**src/rtl/piso_serializer.sv**
```systemverilog
// -----------------------------------------------------------------------------
// piso_serializer
//   Parallel-in/serial-out shift register with a valid/ready load handshake.
//   A WIDTH-bit word is captured from the adder datapath and emitted one bit
//   per shift_en cycle, MSB- or LSB-first. Provides a remaining-bit count,
//   busy/done status, a synchronous flush, and gap-free back-to-back loading
//   (a new word may be accepted on the same cycle the last bit is shifted).
//
// Ports
//   clk         in   1      clock, all state updates on posedge
//   rst_n       in   1      asynchronous active-low reset
//   load_valid  in   1      load_data is valid
//   load_ready  out  1      a load is accepted this cycle if load_valid=1
//   load_data   in   WIDTH  parallel word to serialise
//   shift_en    in   1      advance one bit (ignored when idle)
//   flush       in   1      synchronous abort of the current word
//   ser_out     out  1      current serial bit (0 when idle)
//   ser_valid   out  1      ser_out carries a payload bit (same as busy)
//   busy        out  1      word in flight
//   bits_left   out  CW     bits not yet shifted out
//   done        out  1      one-cycle pulse after the last bit of a word
// -----------------------------------------------------------------------------
module piso_serializer #(
  parameter int unsigned WIDTH     = 4,
  parameter bit          MSB_FIRST = 1'b1,
  parameter bit          FILL_BIT  = 1'b0,
  localparam int unsigned CW       = $clog2(WIDTH + 1)
) (
  input  logic             clk,
  input  logic             rst_n,
  input  logic             load_valid,
  output logic             load_ready,
  input  logic [WIDTH-1:0] load_data,
  input  logic             shift_en,
  input  logic             flush,
  output logic             ser_out,
  output logic             ser_valid,
  output logic             busy,
  output logic [CW-1:0]    bits_left,
  output logic             done
);

  // Bit position that faces the serial output.
  localparam int unsigned OUT_IDX = MSB_FIRST ? (WIDTH - 1) : 0;

  typedef enum logic {
    IDLE  = 1'b0,
    SHIFT = 1'b1
  } state_e;

  state_e           state_q, state_d;
  logic [WIDTH-1:0] shreg_q, shreg_d;
  logic [CW-1:0]    bits_left_q, bits_left_d;
  logic             done_q, done_d;

  logic             busy_s;
  logic             last_shift_s;
  logic             accept_s;

  // Move the word one place toward the output end, back-filling with FILL_BIT.
  function automatic logic [WIDTH-1:0] shift_word(input logic [WIDTH-1:0] w);
    if (MSB_FIRST) begin
      return {w[WIDTH-2:0], FILL_BIT};
    end else begin
      return {FILL_BIT, w[WIDTH-1:1]};
    end
  endfunction

  assign busy_s = (state_q == SHIFT);

  // Handshake: a new word can enter when idle or when the final bit leaves.
  always_comb begin
    last_shift_s = busy_s & shift_en & (bits_left_q == CW'(1)) & ~flush;
    load_ready   = ~flush & (~busy_s | last_shift_s);
    accept_s     = load_valid & load_ready;
  end

  // Next-state logic; flush overrides both shifting and loading.
  always_comb begin
    state_d     = state_q;
    shreg_d     = shreg_q;
    bits_left_d = bits_left_q;
    done_d      = 1'b0;
    if (flush) begin
      state_d     = IDLE;
      shreg_d     = '0;
      bits_left_d = '0;
    end else begin
      case (state_q)
        IDLE: begin
          if (accept_s) begin
            state_d     = SHIFT;
            shreg_d     = load_data;
            bits_left_d = CW'(WIDTH);
          end else begin
            state_d = IDLE;
          end
        end
        SHIFT: begin
          if (accept_s) begin
            // Only reachable on the last shift: hand straight over to the next word.
            state_d     = SHIFT;
            shreg_d     = load_data;
            bits_left_d = CW'(WIDTH);
            done_d      = 1'b1;
          end else if (last_shift_s) begin
            state_d     = IDLE;
            shreg_d     = shift_word(shreg_q);
            bits_left_d = '0;
            done_d      = 1'b1;
          end else if (shift_en) begin
            shreg_d     = shift_word(shreg_q);
            bits_left_d = bits_left_q - CW'(1);
          end else begin
            state_d = SHIFT;
          end
        end
        default: begin
          state_d     = IDLE;
          shreg_d     = '0;
          bits_left_d = '0;
        end
      endcase
    end
  end

  // State registers with asynchronous reset.
  always_ff @(posedge clk or negedge rst_n) begin
    if (!rst_n) begin
      state_q     <= IDLE;
      shreg_q     <= '0;
      bits_left_q <= '0;
      done_q      <= 1'b0;
    end else begin
      state_q     <= state_d;
      shreg_q     <= shreg_d;
      bits_left_q <= bits_left_d;
      done_q      <= done_d;
    end
  end

  assign busy      = busy_s;
  assign ser_valid = busy_s;
  assign ser_out   = busy_s & shreg_q[OUT_IDX];
  assign bits_left = bits_left_q;
  assign done      = done_q;

endmodule

```
**config.mk**
```make
export PLATFORM = sky130hd
export DESIGN_NAME = piso_serializer
export DESIGN_NICKNAME = d
export VERILOG_FILES = /design/src/rtl/piso_serializer.sv
export SDC_FILE = /design/constraint.sdc
export NUM_CORES = 1
export LEC_CHECK = 0
export ABC_AREA = 1
export CAP_MARGIN = 40
export CORE_AREA = 2 2 39 41
export CTS_BUF_LIST = sky130_fd_sc_hd__clkbuf_4
export DETAILED_ROUTE_END_ITERATION = 16
export DIE_AREA = 0 0 41 43
export PLACE_DENSITY = 0.73
export SETUP_SLACK_MARGIN = 0.02
export SLEW_MARGIN = 20
export SYNTH_ARGS = -nofsm -noshare
export SYNTH_HDL_FRONTEND = slang
export SYNTH_SLANG_ARGS = --single-unit
```
**constraint.sdc**
```tcl
create_clock -name clk -period 1.3 [get_ports clk]
set_input_delay 0.13 -clock clk [delete_from_list [all_inputs] [get_ports clk]]
set_output_delay 0.13 -clock clk [all_outputs]
set_load 0.02 [all_outputs]
```
# Word-level counts from Yosys, hierarchy flattened
# Index checks and enable logic that the tools add are counted.
# totals
reg_bits,9
latch_bits,0
mem_bits_rw,0
romBits,0
input_bits,9
output_inout_bits,8
memories,0
# classes
add_sub_neg,1
mul,0
div_mod_pow,0
magnitude_cmp,0
eq_ne,3
shifts,0
mux,21
bitwise_logic,9
reduce_logical,1
# op_table
operator,n
$mux 4,5
$mux 3,5
$mux 1,8
$pmux 4 s2,1
$and 1x1->1,6
$pmux 3 s2,1
$ne 5x3->1 const B,1
$eq 3x1->1 const B,1
$ne 3x3->1 const B,1
$sub 3x1->3 const B,1
$not 1->1,2
$pmux 1 s2,1
$reduce_and 2->1,1
$or 1x1->1,1

# Longest topological paths before layout
# Gate-level depths: netlist of run 1.
# logic_depth
depth_word,9
depth_mapped,11
ltp_nobuf,11

# Worst setup path before layout of run 1
# OpenSTA, ideal clock, no wires.
# synth_path
path_type,reg-to-reg
from,"reg bits_left_q[1], in the netlist bits_left[1]"
to,reg shreg_q[0]
setup_time_ps,74
arrival_ps,1388
setup_slack_ps,-162
stages_incl_launch_ff,11
n_path_buf,0
period_less_slack_ps,1462
path_cell_list,dfrtp_1 -> inv_1 -> ha_1 -> nand2_1 -> inv_1 -> nand2_1 -> nand2_1 -> inv_1 -> nor2_2 -> nand3_2 -> o21ai_2
# synth_between
elab_chain_len,9
# synth_rtl
item,line_no,text
"start, declared",53,"logic [CW-1:0] bits_left_q, bits_left_d;"
"start signal, assigned",137,bits_left_q <= bits_left_d;
$eq 3x1->1 (*),73,last_shift_s = busy_s & shift_en & (bits_left_q == CW'(1)) & ~flush;
$and 1x1->1 (*) (2 in a row),73,
$or 1x1->1 (*),74,load_ready = ~flush & (~busy_s | last_shift_s);
$and 1x1->1 (*),74,
net load_ready,32,"output logic load_ready,"
$and 1x1->1 (*),75,accept_s = load_valid & load_ready;
$mux 4,100,if (accept_s) begin
$pmux 4 s2,89,case (state_q)
$mux 4,84,if (flush) begin
"end signal, assigned",136,shreg_q <= shreg_d;
"end, declared",52,"logic [WIDTH-1:0] shreg_q, shreg_d;"
# Mark *: on every way through the listed nets, which the timed path passes. The rest lies on a longest branch.
# A chain may end at the register's enable or synchronous reset.

# Worst setup path after layout of run 1
# layout_path
from,"reg bits_left_q[1], in the netlist bits_left[1]"
to,out load_ready
# layout_between
elab_chain_len,5
# layout_rtl
item,line_no
$eq 3x1->1,73
$and 1x1->1 (2 in a row),73
$or 1x1->1,74
$and 1x1->1,74
"end, declared",32
# No other way between the ends.

==> results.json, run 1 <==
{
  "status": "complete, but fails checks",
  "violations": "setup timing",
  "gp_congestion": 0.737,
  "seqPwrFrac": 0.388,
  "crit_arrival_ns": 1.35,
  "start_util": 0.381,
  "hold_violations": 0,
  "syn_nets": 82,
  "path_clk_slew_ns": 0.06,
  "yosysTopAreaCell": "dfrtp_1",
  "cts_tree": "built",
  "synthesis.yosys.warnings": 0,
  "worst_slack_ns": -0.178,
  "h-tree-depth": 1,
  "postRouteAntennaNets": 0,
  "synthArstFlopShare": 1.00,
  "power_uw": 820,
  "crit_path_max_fanout": 2,
  "antenna_cells": 0,
  "ir_drop_mv": 0.513,
  "swShare": 0.307,
  "portBuffers": 16,
  "min_period_over_period": 1.14,
  "syn_inst": 71,
  "num_rows": 14,
  "setup_viol": 5,
  "seq_area_frac_synth": 0.428,
  "synth_cell_types": 17,
  "post_drt_via_cell_ratio": 4.50,
  "hp-class": "in -> async",
  "rsz0062_at_grt": "yes",
  "drv_cap": 0,
  "clkSinkCount": 9,
  "drive_gt1_frac": 0.411,
  "grt.total_usage": 0.185,
  "netlist.area_leader.share": 0.428,
  "clockBufferDepth": 2,
  "ys_top_cells_by_count": "nand2_1 (24), inv_1 (17), dfrtp_1 (9)",
  "synth.avg_cell_area_um2": 7.42,
  "maxSlewHeadroom": 0.720,
  "grt-ovfl-total": 0,
  "antenna_found_initial": 0,
  "syn_area_um2": 527,
  "crit_top_cell": "inv_2",
  "synth_most_common_cell": "nand2_1",
  "slowest_delay_ns": 0.40,
  "fin_worst_skew_ns": 0.00140,
  "core_um2": 1380,
  "grt_pass1_vias": 521,
  "comb_power_share": 0.319,
  "final_nets": 119,
  "cpLargestDelayFamily": "flip-flops",
  "switching_power_uw": 252,
  "worstPathCellList": "inv_2 > ha_4 > nand2_4 > inv_2 > nand2_2 > nand2_2 > inv_2 > nor2_4 > buf_6",
  "place_hpwl_um": 947,
  "cts-buffers-inserted": 3,
  "ys.flop_type": "dfrtp_1",
  "slew_violations": 0,
  "fp.dieH_um": 43,
  "crit_path_top_delay_cell": "dfrtp_2",
  "die_w_um": 41,
  "crit_path_end_kind": "output pin",
  "synth-edff-count": 0,
  "cp_num_buf_inv": 4,
  "die_area_um2": 1760,
  "clock_latency_ns": 0.26,
  "max_freq_mhz": 677,
  "clkPwrFrac": 0.293,
  "crit_cells": 9,
  "worst_pin_slew_ns": 0.419,
  "firstDrtPassIters": 4,
  "postPlaceCellArea_um2": 833,
  "fill_cells": 119,
  "drc": 0,
  "min_period_ns": 1.48,
  "syn_to_final_growth_pct": 70.3,
  "final_area_um2": 897,
  "dr_total_vias": 554,
  "grt_max_degree": 10,
  "drt_first_iter_violations": 4,
  "ioPinCount": 17,
  "crit_required_ns": 1.17,
  "reg2reg_depth": 13,
  "ys_seq_elements": 9,
  "synth_area_leaders": "dfrtp_1 (43%), nand2_1 (17%), inv_1 (12%)",
  "cts_root_buf": "clkbuf_4",
  "p_per_area_nw_per_um2": 914,
  "start_kind": "flop",
  "wl_per_cell_um": 10.9,
  "p_leak_uw": 0.000495,
  "power.internal_uw": 568,
  "critical_path_class": "reg -> out",
  "drt-total-wl_um": 1340,
  "grt_pass1_wl_um": 2080
}
## area by class of cell
class	instances	area [µm²]	share of cell area
multi-input combinational	44	278	0.310
tap	16	20.0	0.0223
sequential	9	229	0.255
clock buffer	4	30.0	0.0335
timing repair buffer	33	277	0.308
inverter	17	63.8	0.0711
## sequential cells by signal, indices dropped and copies added (netlist names)
signal and count:
done 1, shreg_q 4, bits_left 3, busy 1
## worst reg2reg max path, cell delays in order (launching register included)
cell and delay [ns]:
dfrtp_2 0.40, inv_2 0.07, ha_4 0.13, nand2_4 0.04
inv_2 0.04, nand2_2 0.05, nand2_2 0.08, buf_4 0.11
buf_6 0.08, nand3_2 0.06, nand2_2 0.08, nand2_1 0.07
nand3_1 0.08, nand2_1 0.06
## cell families after synthesis
logic type,count (synthesis),synth area share
and+or+nand+nor,35,0.304
buffers and inverters,18,0.135
DFF,9,0.428
AOI/OAI and AO/OA,6,0.0689
adders and majority gates,2,0.0475
xor gates and xnor gates,1,0.0166
## routing by layer
metal  up-vias  part of all wire  global-route usage
met3         4             0.042              0.0681
met2        14              0.50               0.263
met5         -                 0                   0
met4         0             0.024               0.133
met1       255              0.44               0.217
li1        281                 -                   -
## power by group through the flow
stage                     Sequential [µW]  Combinational [µW]  Clock, µW
after floorplan                       343                 102          0
after global placement                322                 246          0
after detailed placement              323                 252          0
after CTS                             318                 246        253
after global routing                  321                 286        266
final                                 318                 261        240
## placed cells by master, fill, tap and decap left out, drive strengths merged, types with 2 or more instances in the layout
| cell | synthesis | final |
|---|---|---|
| nand3 | 5 | 5 |
| ha | 2 | 2 |
| clkbuf | 0 | 5 |
| inv | 17 | 17 |
| dlygate4sd2 | 0 | 5 |
| nand2 | 24 | 24 |
| nor2 | 6 | 6 |
| buf | 1 | 19 |
| clkdlybuf4s50 | 0 | 8 |
| o21ai | 3 | 3 |
| dfrtp | 9 | 9 |
## worst paths after layout
kind                       slack (ns)           end          from
setup reg to reg                -0.17    shreg_q[2]  bits_left[1]
hold / removal                   0.17          done         rst_n
min in group clk                 0.44    shreg_q[0]  load_data[0]
setup / recovery                -0.18    load_ready  bits_left[1]
hold reg to reg                  0.48    shreg_q[3]    shreg_q[3]
max in group asynchronous        0.82  bits_left[0]         rst_n
## what timing repair did
| item | in CTS | in global routing |
|---|---|---|
| endpoints found under the setup margin | 12 | 12 |
| cloned | 0 | 0 |
| setup buffers | 1 | 3 |
| pin swaps | 1 | 5 |
| resized for setup | 16 | 9 |
| hold buffers | 0 | 0 |
## per-stage QoR
stage	setup WS, ns	setup TNS, ns	hold WS [ns]	instances	utilization
floorplan	-0.0104	-0.0104	-0.166	71	-
global placement	-0.511	-1.52	0.458	116	0.602
detailed placement	-0.539	-1.68	0.465	116	0.602
CTS	-0.183	-0.455	0.177	121	0.627
global route	-0.252	-1.23	0.205	123	0.648
finish	-0.178	-0.675	0.166	123	0.648
Power figures use the tool's default switching activity.
==> inputs of run 2 (changes only) <==
CTS_BUF_LIST = sky130_fd_sc_hd__clkbuf_8   (was sky130_fd_sc_hd__clkbuf_4)
clock period = 1.26 ns   (was 1.3 ns; I/O delays follow)
==> run 2 against run 1 <==
Compared with the run above: clock skew up 0.0011 ns; critical path type unchanged; critical endpoint unchanged; the flow still finishes with violations (setup timing); highest routed layer unchanged; total power increased by 13%; global-route usage decreased by 0.29 points; cell area up 0.70%; hold slack better by 0.039 ns; largest cell class unchanged; sequential cell count is the same; routed wire length down 3.7%.
==> results.json, run 2 (synthesis gave the netlist of run 1 again) <==
{
  "status": "complete, but fails checks",
  "violations": "setup timing",
  "r2r_slack_ns": -0.14,
  "grtUsageMet3": 0.0628,
  "grt_max_degree": 10,
  "antenna_found_initial": 0,
  "h-tree-depth": 1,
  "postPlaceCellArea_um2": 833,
  "cp-startpoint": "bits_left[1]",
  "cts-buffers-inserted": 3,
  "p_leak_uw": 0.000493,
  "ir_drop_mv": 0.724,
  "grt.total_usage": 0.182,
  "drt_first_iter_violations": 12,
  "drv_cap": 0,
  "portBuffers": 16,
  "grt_pass1_wl_um": 1990,
  "core_um2": 1380,
  "crit_path_end_kind": "output pin",
  "path_clk_slew_ns": 0.04,
  "cts_root_buf": "clkbuf_8",
  "use_met2": 0.269,
  "dr_total_vias": 539,
  "place_hpwl_um": 961,
  "die_w_um": 41,
  "drive_gt1_frac": 0.419,
  "regMostFlops": "shreg_q",
  "critical_path_class": "reg -> out",
  "regToRegEndpoint": "shreg_q[3]",
  "ioPinCount": 17,
  "slew_violations": 0,
  "grt-ovfl-total": 0,
  "setup_tns_ns": -0.651,
  "maxSlewHeadroom": 0.704,
  "min_period_over_period": 1.13,
  "grt_pass1_vias": 513,
  "drt-total-wl_um": 1290,
  "rsz0062_at_grt": "yes",
  "final_area_um2": 903,
  "min_period_ns": 1.43,
  "setup.worst_path.end": "load_ready",
  "cts_hold_buf": 0,
  "most-common-layout-cells": "nand2_1 (17), inv_1 (15), buf_4 (15)",
  "crit_arrival_ns": 1.30,
  "start_kind": "flop",
  "crit_required_ns": 1.13,
  "gp_congestion": 0.745,
  "clock_latency_ns": 0.23,
  "firstDrtPassIters": 4,
  "clkSinkCount": 9,
  "worst_pin_slew_ns": 0.443,
  "setup_viol": 5,
  "final_common_cell": "nand2_1",
  "fp.dieH_um": 43,
  "r2r_start": "bits_left[0]",
  "worst_slack_ns": -0.167,
  "num_rows": 14,
  "start_util": 0.381,
  "hp-class": "in -> async",
  "die_area_um2": 1760,
  "use_met1": 0.201,
  "postRouteAntennaNets": 0,
  "max_freq_mhz": 701,
  "clockBufferDepth": 2,
  "antenna_cells": 0,
  "drc": 0,
  "syn_to_final_growth_pct": 71.5,
  "reg2reg_depth": 9,
  "cts_tree": "built",
  "final_nets": 117,
  "crit_path_max_fanout": 2,
  "largest_reg_flops": 4,
  "grt.busiest_layer": "met2",
  "post_drt_via_cell_ratio": 4.45,
  "hold_violations": 0,
  "p_per_area_nw_per_um2": 1020,
  "wl_per_cell_um": 10.7,
  "fin_worst_skew_ns": 0.00252
}
-- run 2: how the worst min path moves through the flow --
stage	cells after the start	to
floorplan	0	bits_left[0]
global placement	1	done
detailed placement	1	done
CTS	1	shreg_q[3]
global route	1	done
finish	1	shreg_q[3]
-- run 2: per-layer routing --
layer,vias up,routed length [µm]
met1,243,581
met2,12,602
met5,-,0
met3,5,63
li1,279,-
met4,0,47
-- run 2: cell type report --
type,count,area [µm²]
fillers,126,480
multi-input cells,44,287
repair buffers,31,259
flip-flops and latches,9,229
inverters,17,63.8
clock buffers,3,41.3
well taps,16,20.0
clock inverters,1,3.75
-- run 2: through the flow --
stage / utilization / cells / hold slack, ns / power (µW) / setup WS (ns)
CTS: 0.630 / 120 / 0.214 / 921 / -0.187
floorplan: - / 71 / -0.170 / 459 / -0.0504
finish: 0.653 / 121 / 0.205 / 924 / -0.167
global placement: 0.602 / 116 / 0.456 / 587 / -0.526
detailed placement: 0.602 / 116 / 0.464 / 593 / -0.533
global route: 0.653 / 121 / 0.243 / 982 / -0.248
-- run 2: worst max-delay path, stage by stage (launching register included) --
cell and delay [ns]:
dfrtp_2 0.39, inv_2 0.07, ha_4 0.13, nand2_4 0.04, inv_2 0.04, nand2_2 0.06
nand2_2 0.07, inv_2 0.05, nor2_4 0.09, buf_6 0.12
-- run 2: report_power, final --
group | switching, µW | internal [µW] | total (µW) | leakage [µW]
logic | 140 | 126 | 266 | 0.000353
clock network | 116 | 212 | 328 | 0.0000269
registers | 13.8 | 316 | 329 | 0.000114
total | 270 | 654 | 924 | 0.000493
-- run 2: timing repair --
item | in CTS | in global routing
pin swaps | 1 | 5
buffers inserted | 0 | 1
setup endpoints to repair | 14 | 10
resized for setup | 19 | 9
